$ cat src/rtl/prim_clock_meas_multi.sv
// rtl/prim_clock_meas_multi.sv - multi-channel windowed event-count frequency checker
// Optional PRIM_CLK_MEAS_SNAPSHOT_EN adds snap_cnt_o holding the last window's final counts.
module prim_clock_meas_multi #(
  parameter int NumCh     = 4,
  parameter int CntW      = 10,
  parameter int WinW      = 12,
  parameter int ErrThresh = 2
) (
  input  logic                  clk_i,
  input  logic                  rst_ni,
  input  logic                  en_i,
  input  logic [WinW-1:0]       win_cnt_i,
  input  logic [NumCh-1:0]      ev_i,
  input  logic [NumCh*CntW-1:0] max_cnt_i,
  input  logic [NumCh*CntW-1:0] min_cnt_i,
  input  logic                  err_clr_i,
`ifdef PRIM_CLK_MEAS_SNAPSHOT_EN
  output logic [NumCh*CntW-1:0] snap_cnt_o,
`endif
  output logic                  valid_o,
  output logic [NumCh-1:0]      fast_o,
  output logic [NumCh-1:0]      slow_o,
  output logic [NumCh-1:0]      err_o
);

  localparam int FcW = $clog2(ErrThresh + 1);

  typedef enum logic [1:0] {StIdle, StArm, StMeas, StEval} state_e;

  state_e                       state_q, state_d;
  logic [WinW-1:0]              win_q, eff_win_q, eff_in;
  logic [NumCh*CntW-1:0]        max_q, min_q;
  logic [NumCh-1:0][CntW-1:0]   cnt_q, cnt_nxt;
  logic [NumCh-1:0]             sat_q, sat_nxt, fast_nxt, slow_nxt;
  logic [NumCh-1:0][FcW-1:0]    fail_cnt_q;
  logic                         last_meas, sample_cfg, win_done;

  assign eff_in     = (win_cnt_i < WinW'(2)) ? WinW'(2) : win_cnt_i;
  assign last_meas  = (state_q == StMeas) && (win_q == eff_win_q - WinW'(1));
  assign win_done   = last_meas && en_i;
  assign sample_cfg = (state_d == StArm) || (state_d == StEval);

  always_comb begin
    state_d = state_q;
    case (state_q)
      StIdle:  if (en_i) state_d = StArm;
      StArm:   state_d = StMeas;
      StMeas:  if (last_meas) state_d = StEval;
      StEval:  state_d = StMeas;
      default: state_d = StIdle;
    endcase
    if (!en_i) state_d = StIdle;
  end

  // Next counts include this cycle's strobe so the final Meas cycle is judged in its own window.
  always_comb begin
    cnt_nxt  = cnt_q;
    sat_nxt  = sat_q;
    fast_nxt = '0;
    slow_nxt = '0;
    for (int k = 0; k < NumCh; k++) begin
      if (state_q == StMeas && ev_i[k]) begin
        if (&cnt_q[k]) sat_nxt[k] = 1'b1;
        else           cnt_nxt[k] = cnt_q[k] + CntW'(1);
      end
      fast_nxt[k] = sat_nxt[k] | (cnt_nxt[k] > max_q[k*CntW +: CntW]);
      slow_nxt[k] = cnt_nxt[k] < min_q[k*CntW +: CntW];
    end
  end

  always_ff @(posedge clk_i) begin
    if (!rst_ni) begin
      state_q   <= StIdle;
      win_q     <= '0;
      eff_win_q <= WinW'(2);
      max_q     <= '0;
      min_q     <= '0;
      cnt_q     <= '0;
      sat_q     <= '0;
      valid_o   <= 1'b0;
      fast_o    <= '0;
      slow_o    <= '0;
    end else begin
      state_q <= state_d;
      if (sample_cfg) begin
        eff_win_q <= eff_in;
        max_q     <= max_cnt_i;
        min_q     <= min_cnt_i;
      end
      if (state_q == StMeas) begin
        win_q <= win_q + WinW'(1);
        cnt_q <= cnt_nxt;
        sat_q <= sat_nxt;
      end else begin
        win_q <= '0;
        cnt_q <= '0;
        sat_q <= '0;
      end
      valid_o <= win_done;
      fast_o  <= win_done ? fast_nxt : '0;
      slow_o  <= win_done ? slow_nxt : '0;
    end
  end

  // A coincident clear never cancels a failure streak; only a pass or a standalone clear resets it.
  always_ff @(posedge clk_i) begin
    if (!rst_ni) begin
      fail_cnt_q <= '0;
      err_o      <= '0;
    end else begin
      for (int k = 0; k < NumCh; k++) begin
        if (valid_o && (fast_o[k] || slow_o[k])) begin
          if (fail_cnt_q[k] != FcW'(ErrThresh)) fail_cnt_q[k] <= fail_cnt_q[k] + FcW'(1);
          if (fail_cnt_q[k] >= FcW'(ErrThresh - 1)) err_o[k] <= 1'b1;
          else if (err_clr_i)                      err_o[k] <= 1'b0;
        end else if (valid_o) begin
          fail_cnt_q[k] <= '0;
          if (err_clr_i) err_o[k] <= 1'b0;
        end else if (err_clr_i) begin
          fail_cnt_q[k] <= '0;
          err_o[k]      <= 1'b0;
        end
      end
    end
  end

`ifdef PRIM_CLK_MEAS_SNAPSHOT_EN
  always_ff @(posedge clk_i) begin
    if (!rst_ni)       snap_cnt_o <= '0;
    else if (win_done) snap_cnt_o <= cnt_nxt;
  end
`endif

endmodule

$ cat config.mk
export PLATFORM = sky130hd
export DESIGN_NAME = prim_clock_meas_multi
export DESIGN_NICKNAME = d
export VERILOG_FILES = /design/src/rtl/prim_clock_meas_multi.sv
export SDC_FILE = /design/constraint.sdc
export NUM_CORES = 1
export LEC_CHECK = 0
export CAP_MARGIN = 20
export CORE_UTILIZATION = 40
export CTS_BUF_LIST = sky130_fd_sc_hd__clkbuf_16
export CTS_CLUSTER_SIZE = 10
export DETAILED_ROUTE_END_ITERATION = 10
export PLACE_DENSITY_LB_ADDON = 0.3
export SYNTH_ARGS = -nofsm -noshare
export SYNTH_HDL_FRONTEND = slang
export SYNTH_SLANG_ARGS = --single-unit
export TNS_END_PERCENT = 100
$ cat constraint.sdc
create_clock -name clk_i -period 6 [get_ports clk_i]
set_clock_uncertainty 0.1 [all_clocks]
set_input_delay 1.5 -clock clk_i [delete_from_list [all_inputs] [get_ports clk_i]]
set_output_delay 1.5 -clock clk_i [all_outputs]
set_load 0.1 [all_outputs]
==> results of run 1 <==
-- power by group --
part           internal, uW  switching [uW]  leakage (uW)
Combinational           169             242       0.00306
Clock                   698             496      0.000291
Sequential             1180            24.0       0.00139
Total                  2050             762       0.00475
-- registers in the layout, summed over array words and instances, names as in the netlist --
signal and flops:
cnt_q 40, max_q 40, min_q 40, eff_win_q 12, win_q 12, fail_cnt_q 8
err_o 4, fast_o 4, sat_q 4, slow_o 4, state_q 2, valid_o 1
-- logic make-up (layout without fill, tap and decap cells) --
family / count (synthesis) / in the layout / share of synthesized area [%]
simple gates: 711 / 711 / 38.0
buf+inv: 218 / 252 / 7.76
compound gates: 116 / 116 / 7.48
mux: 22 / 22 / 2.06
xor+xnor: 51 / 51 / 3.99
flops: 171 / 171 / 30.6
fa+ha+maj: 90 / 90 / 10.1
-- cells in the final DEF, fill, tap and decap left out, types with 11 or more instances in the layout --
cell | netlist | final
a21o_1 | 16 | 16
a21oi_1 | 33 | 33
and3_1 | 33 | 33
buf_4 | 9 | 11
clkbuf_16 | 0 | 17
clkdlybuf4s50_1 | 0 | 110
dfxtp_1 | 171 | 171
ha_1 | 90 | 90
inv_1 | 96 | 95
mux2i_1 | 14 | 14
nand2_1 | 38 | 38
nand3_1 | 30 | 30
nand3b_1 | 19 | 19
nand4_1 | 269 | 269
nor2_1 | 82 | 81
nor2b_1 | 35 | 35
nor3_1 | 21 | 21
o21ai_0 | 20 | 20
or3_1 | 77 | 77
or4_1 | 74 | 74
xnor2_1 | 36 | 36
xor2_1 | 15 | 15
-- worst max-delay path, delay by kind of cell --
kind	cells	cell delay [ns]
buf+inv	1	0.48
xor+xnor	1	0.27
simple gates	4	0.59
compound gates	5	1.12
fa+ha+maj	1	0.32
-- final cells by class --
type	instances	area, um^2	area share, %
clock inverters	15	198	1.52
multi-input cells	990	6910	53.1
repair buffers	124	1230	9.48
inverters	96	363	2.79
flip-flops and latches	171	3420	26.3
clock buffers	17	425	3.27
well taps	372	465	3.58
-- synthesized netlist by cell type, drive strengths merged, types with 2 or more instances --
| master | instances |
|---|---|
| nor3 | 21 |
| clkbuf | 104 |
| and2 | 3 |
| or4 | 75 |
| or4b | 2 |
| a31oi | 5 |
| a2111oi | 5 |
| o21ai | 20 |
| a22oi | 4 |
| nand2 | 38 |
| mux2i | 14 |
| a41oi | 3 |
| ha | 90 |
| xnor2 | 36 |
| nor4 | 6 |
| o211ai | 4 |
| buf | 18 |
| xor2 | 15 |
| dfxtp | 171 |
| o21a | 2 |
| nand3 | 30 |
| and4 | 4 |
| o311ai | 10 |
| nor2 | 82 |
| mux2 | 8 |
| inv | 96 |
| o21bai | 2 |
| nor2b | 35 |
| a21oi | 34 |
| or3 | 77 |
| nand2b | 6 |
| a21o | 16 |
| nand4 | 269 |
| o22ai | 4 |
| and3 | 33 |
| nand4b | 9 |
| nand3b | 19 |
-- worst min path at each step --
stage                     cells after the start                start  slack, ns                  end
after global routing                          2  sat_q[0]$_SDFF_PN0_       0.42  sat_q[0]$_SDFF_PN0_
final                                         2  sat_q[0]$_SDFF_PN0_       0.36  sat_q[0]$_SDFF_PN0_
after CTS                                     2  sat_q[0]$_SDFF_PN0_       0.37  sat_q[0]$_SDFF_PN0_
after global placement                        2  sat_q[0]$_SDFF_PN0_       0.34  sat_q[0]$_SDFF_PN0_
after detailed placement                      2  sat_q[0]$_SDFF_PN0_       0.36  sat_q[0]$_SDFF_PN0_
after floorplan                               2  sat_q[2]$_SDFF_PN0_       0.32  sat_q[2]$_SDFF_PN0_
-- routing by layer --
layer | wire length, um | vias to the layer above | GRT usage, %
li1 | - | 5248 | -
met1 | 13900 | 4930 | 28.6
met2 | 13900 | 202 | 34.1
met3 | 1170 | 30 | 3.03
met4 | 445 | 0 | 6.03
met5 | 0 | - | 0
-- per-stage QoR --
step	total power [uW]	cells
finish	2810	1785
global route	2940	1785
CTS	2830	1784
detailed placement	1640	1752
global placement	1630	1752
floorplan	1490	1379
==> Implementation_results.wiki, run 1 <==
{| class="wikitable"
! Metric !! Value
|-
| Status || completed
|-
| Worst ir drop on vdd || 177 uV
|-
| Crit path to || slow_o[3]$_SDFF_PN0_
|-
| Setup-failing EPs final || 0
|-
| Final hold viol count || 0
|-
| Sequential area share after synthesis || between 30% and 40%
|-
| CP max stage delay || 0.48 ns
|-
| Vias/cell || between 5 and 6
|-
| CP endpoint kind || flop
|-
| List of cells traversed by the critical path || clkdlybuf4s50_1 > and3_1 > nand2_1 > xnor2_1 > ha_1 > a21o_1 > a21o_1 > a21oi_1 > nor2_1 > a2111oi_0 > nor2_1 > a2111oi_4
|-
| RD Place Congestion || 0.854
|-
| Layout Cell Area excl Fill || roughly 13000 um^2
|-
| Hold buffers post-CTS || 0
|-
| Placement-stage cell area || between 10000 and 15000 um^2
|-
| Number of CTS-inserted buffers || 17
|-
| Number of slew-limit violations in the final report || 0
|-
| Worst reg2reg endpoint || slow_o[3]$_SDFF_PN0_
|-
| Cell Rows || 60
|-
| Buffers inserted during post-CTS setup optimization || 0
|-
| TNS Setup || 0 ns
|-
| Portion of synthesized cell area occupied by the leading cell type || 30.6%
|-
| Clock-pin transition on the worst setup and hold timing paths || around 0.070 ns
|-
| Number of H-tree branching levels || 4
|-
| Count of cell types in the netlist || between 50 and 60
|-
| Number of enable-type register cells in the synthesized netlist || 0
|-
| Cell accounting for the most synthesized area || dfxtp_1
|-
| Category of the most critical setup path || primary input to flop
|-
| Finished Core Util || a little under half
|-
| FF+latch count, synth || between 150 and 200
|-
| Unrepaired setup endpoints after global routing || false
|-
| Layout net count || between 1500 and 2000
|-
| Data required time of the critical path || 6.23 ns
|-
| Cell count of the worst reg-to-reg path || 13
|-
| Clock insertion delay at the later pin of the skew report || around 0.43 ns
|-
| Number of design rule violations left after detail routing || 0
|-
| Startpoint of the most critical setup path || ev_i[3]
|-
| Via count || 10400
|-
| Setup ws final || between 1.5 and 2 ns
|-
| Largest net degree at the start of global routing || 130
|-
| Layout fillers || roughly 2600
|-
| Clock root buffer master || clkbuf_16
|-
| Routed wire length per instance || about 16 um
|-
| Die Height || 169 um
|-
| Syn-to-layout area delta || 16.4%
|-
| Mapped Avg Cell Area || between 8 and 9 um^2
|-
| Reg2Reg Launch Point || state_q[1]$_SDFF_PN0_
|-
| Global Route Usage Sum || between 20% and 30%
|-
| Placeable core region || between 20000 and 30000 um^2
|-
| Starting Density || 41.2%
|-
| Largest buffer count on any clock path || 2
|-
| Antenna fix cells || 0
|-
| I/O pin count || roughly 110
|-
| Violation count after the first detailed-route iteration || roughly 790
|-
| Max Fanout on Critical Path || 6
|-
| Share of layout cells above drive strength 1 || ~4.6%
|-
| Leakage power total || between 0.004 and 0.005 uW
|-
| Syn. warnings || 0
|-
| Syn Std Cell Area || between 10000 and 15000 um^2
|-
| Data arrival time of the critical path || about 4.3 ns
|-
| Worst-case setup slack after placement || between 1.5 and 2 ns
|-
| Net count after synthesis || approximately 1600
|-
| CTS sink cnt || between 150 and 200
|-
| Slowest stage cell, crit path || clkdlybuf4s50_1
|-
| Die X || 169 um
|-
| Share of async-settable or async-resettable flops after synthesis || 0%
|-
| Tmin final || just over 4 ns
|-
| Initial antenna violation count || 0
|-
| Count of input and output buffers || between 100 and 150
|-
| Critical Path Source Type || primary input
|-
| Final period util || about two thirds
|-
| Pwr/cell area || 216 nW/um^2
|-
| Number of iterations in the first detailed-routing pass || 5
|-
| Total of max-cap violations || 0
|-
| Actual transition at the worst max-transition pin || 1.04 ns
|-
| Final antenna-violating net count || 0
|-
| Worst Hold Class || flop to flop
|-
| Post_cts resized || 0
|-
| Post-route worst hold slack || roughly 0.36 ns
|-
| Leading cell types by total area after synthesis || dfxtp_1, nand4_1, ha_1, or4_1, or3_1
|-
| FF-to-FF setup slack || around 2.0 ns
|-
| Vias in the first global route || approximately 9500
|-
| Detailed-placement wirelength estimate || ~20000 um
|-
| Most used flip-flop cell after synthesis || dfxtp_1
|-
| Area of the die || approximately 29000 um^2
|-
| Peak Freq || 247 MHz
|-
| Rel. slew slack || between 30% and 40%
|-
| Count of mapped cells out of synthesis || ~1400
|-
| Clock tree from TritonCTS || built
|-
| Final wirelength || roughly 29000 um
|-
| Global-route wire length before repair || just under 50000 um
|-
| Gr ovfl total || 0
|}
Note: power is estimated with default switching activity, not from simulation.
==> run 2, diff against run 1 <==
clock period = 3.76 ns   (was 6 ns; I/O delays follow)
==> Implementation_results.wiki, run 2 (synthesized netlist as in run 1, its figures left out) <==
{| class="wikitable"
! Metric !! Value
|-
| Count of input and output buffers || 112
|-
| Unrepaired setup endpoints after global routing || false
|-
| Die X || between 150 and 200 um
|-
| Worst Hold Class || flop to flop
|-
| Fraction of power consumed by sequential logic || approximately 44%
|-
| Finished Core Util || roughly half
|-
| Placement-stage cell area || approximately 13000 um^2
|-
| Placeable core region || 27200 um^2
|-
| Setup ws final || about 0.39 ns
|-
| Rel. slew slack || approximately 33%
|-
| Worst-case setup slack after placement || -0.0102 ns
|-
| Top library cells by usage in the layout, fill and taps aside || nand4_1, dfxtp_1, clkdlybuf4s50_1, inv_1, ha_1
|-
| Worst ir drop on vdd || between 300 and 400 uV
|-
| Buffers inserted during post-CTS setup optimization || 0
|-
| Global Route Usage Sum || between 20% and 30%
|-
| Post_cts resized || 0
|-
| Largest buffer count on any clock path || 2
|-
| CTS sink cnt || ~170
|-
| Leakage power total || approximately 0.0048 uW
|-
| Vias in the first global route || ~9500
|-
| Clock network fraction of total power || approximately two fifths
|-
| Routing layer with the top usage in global route || met2
|-
| Number of H-tree branching levels || 4
|-
| RD Place Congestion || roughly 0.86
|-
| Clock root buffer master || clkbuf_16
|-
| Clock insertion delay at the later pin of the skew report || ~0.43 ns
|-
| TNS Setup || 0 ns
|-
| Total net switching power || between 1000 and 1500 uW
|-
| Share of layout cells above drive strength 1 || about 6.0%
|-
| Actual transition at the worst max-transition pin || 0.998 ns
|-
| Number of iterations in the first detailed-routing pass || 7
|-
| Total of max-cap violations || 0
|-
| I/O pin count || between 100 and 150
|-
| Internal Dissipation || approximately 3100 uW
|-
| Largest net degree at the start of global routing || 266
|-
| Peak Freq || between 200 and 300 MHz
|-
| Status || completed
|-
| Multi-input logic area || just under 7000 um^2
|-
| Met2 global-route usage || 33.9%
|-
| Vias/cell || just under 6
|-
| Tmin final || approximately 3.4 ns
|-
| Starting Density || between 40% and 50%
|-
| Storage cell area || between 3000 and 4000 um^2
|-
| Cell Rows || 60
|-
| Number of slew-limit violations in the final report || 0
|-
| Detailed-placement wirelength estimate || 19700 um
|-
| Final wirelength || roughly 29000 um
|-
| Data required time of the critical path || 4.00 ns
|-
| Biggest registers after layout || cnt_q: 40 flops, max_q: 40 flops, min_q: 40 flops
|-
| Final hold viol count || 0
|-
| Layout net count || between 1500 and 2000
|-
| Clock-pin transition on the worst setup and hold timing paths || ~0.070 ns
|-
| Initial antenna violation count || 0
|-
| CP endpoint kind || flop
|-
| Max Fanout on Critical Path || 6
|-
| Data arrival time of the critical path || between 3 and 4 ns
|-
| Number of CTS-inserted buffers || 17
|-
| Area of the die || 28600 um^2
|-
| Critical Path Source Type || flop
|-
| Clock tree from TritonCTS || built
|-
| Number of design rule violations left after detail routing || 0
|-
| Pwr/cell area || approximately 330 nW/um^2
|-
| Syn-to-layout area delta || 17.1%
|-
| Global-route met3 utilization || between 3 and 4%
|-
| Gr ovfl total || 0
|-
| Hold buffers post-CTS || 0
|-
| Via count || ~10000
|-
| Category of the most critical setup path || flop to flop
|-
| Most common cell after layout, fill and taps aside || nand4_1
|-
| Setup-failing EPs final || 0
|-
| Final antenna-violating net count || 0
|-
| Global-route wire length before repair || 47900 um
|-
| Relative contribution of combinational cells to total power || ~15%
|-
| Routed wire length per instance || between 15 and 20 um
|-
| M1 GR Usage || 27.7%
|-
| Violation count after the first detailed-route iteration || between 700 and 800
|-
| Layout fillers || approximately 2600
|-
| Die Height || roughly 170 um
|-
| Share of total power consumed by net switching || between 20% and 30%
|-
| Final period util || roughly nine tenths
|-
| Antenna fix cells || 0
|-
| Layout Cell Area excl Fill || about 13000 um^2
|}
## run 2: cell types whose count changed in the layout (fill, tap and decap cells not counted), sizes merged
cell           delta
clkdlybuf4s50    -11
bufinv            -2
clkinv            -2
clkinvlp          +1
buf              +23
inv               +3
## run 2: worst paths after layout
kind / cells past startpoint / slack [ns] / endpoint / start
worst max register to register: 13 / 0.39 / slow_o[3]$_SDFF_PN0_ / cnt_q[30]$_SDFF_PN0_
worst max-delay path: 13 / 0.39 / slow_o[3]$_SDFF_PN0_ / cnt_q[30]$_SDFF_PN0_
worst min register to register: 2 / 0.36 / sat_q[0]$_SDFF_PN0_ / sat_q[0]$_SDFF_PN0_
worst min-delay path: 2 / 0.36 / sat_q[0]$_SDFF_PN0_ / sat_q[0]$_SDFF_PN0_
## run 2: metal layers
| metal | vias up | wire (um) |
|---|---|---|
| met5 | - | 0 |
| li1 | 5262 | - |
| met4 | 0 | 326 |
| met2 | 199 | 13700 |
| met1 | 4916 | 14000 |
| met3 | 21 | 984 |
## run 2: power groups by stage
stage	registers, uW	logic, uW	clock network [uW]
final	1930	658	1760
after global routing	1930	737	1880
after CTS	1930	660	1810
after detailed placement	1970	655	0
after global placement	1970	641	0
after floorplan	1960	417	0
## run 2: final cells by class
cell class	count	area share [%]
well taps	372	3.55
repair buffers	136	10.4
clock buffers	17	3.25
multi-input cells	990	52.7
inverters	96	2.77
flip-flops and latches	171	26.1
clock inverters	15	1.13
## run 2: per-stage QoR
step,power [uW],hold WS [ns],std cells
finish,4350,0.363,1797
global route,4550,0.411,1797
CTS,4390,0.366,1797
detailed placement,2620,0.351,1765
global placement,2610,0.343,1765
floorplan,2370,0.324,1379
## run 2: worst max-delay path, stage by stage (launching register included)
cell	delay, ns
dfxtp_1	0.41
ha_1	0.24
and3_1	0.20
nand4_1	0.14
and3_1	0.29
and3_1	0.23
xor2_1	0.22
ha_1	0.30
a21o_1	0.16
a21oi_1	0.14
nor2_1	0.06
a2111oi_0	0.44
nor2_1	0.14
a2111oi_4	0.19
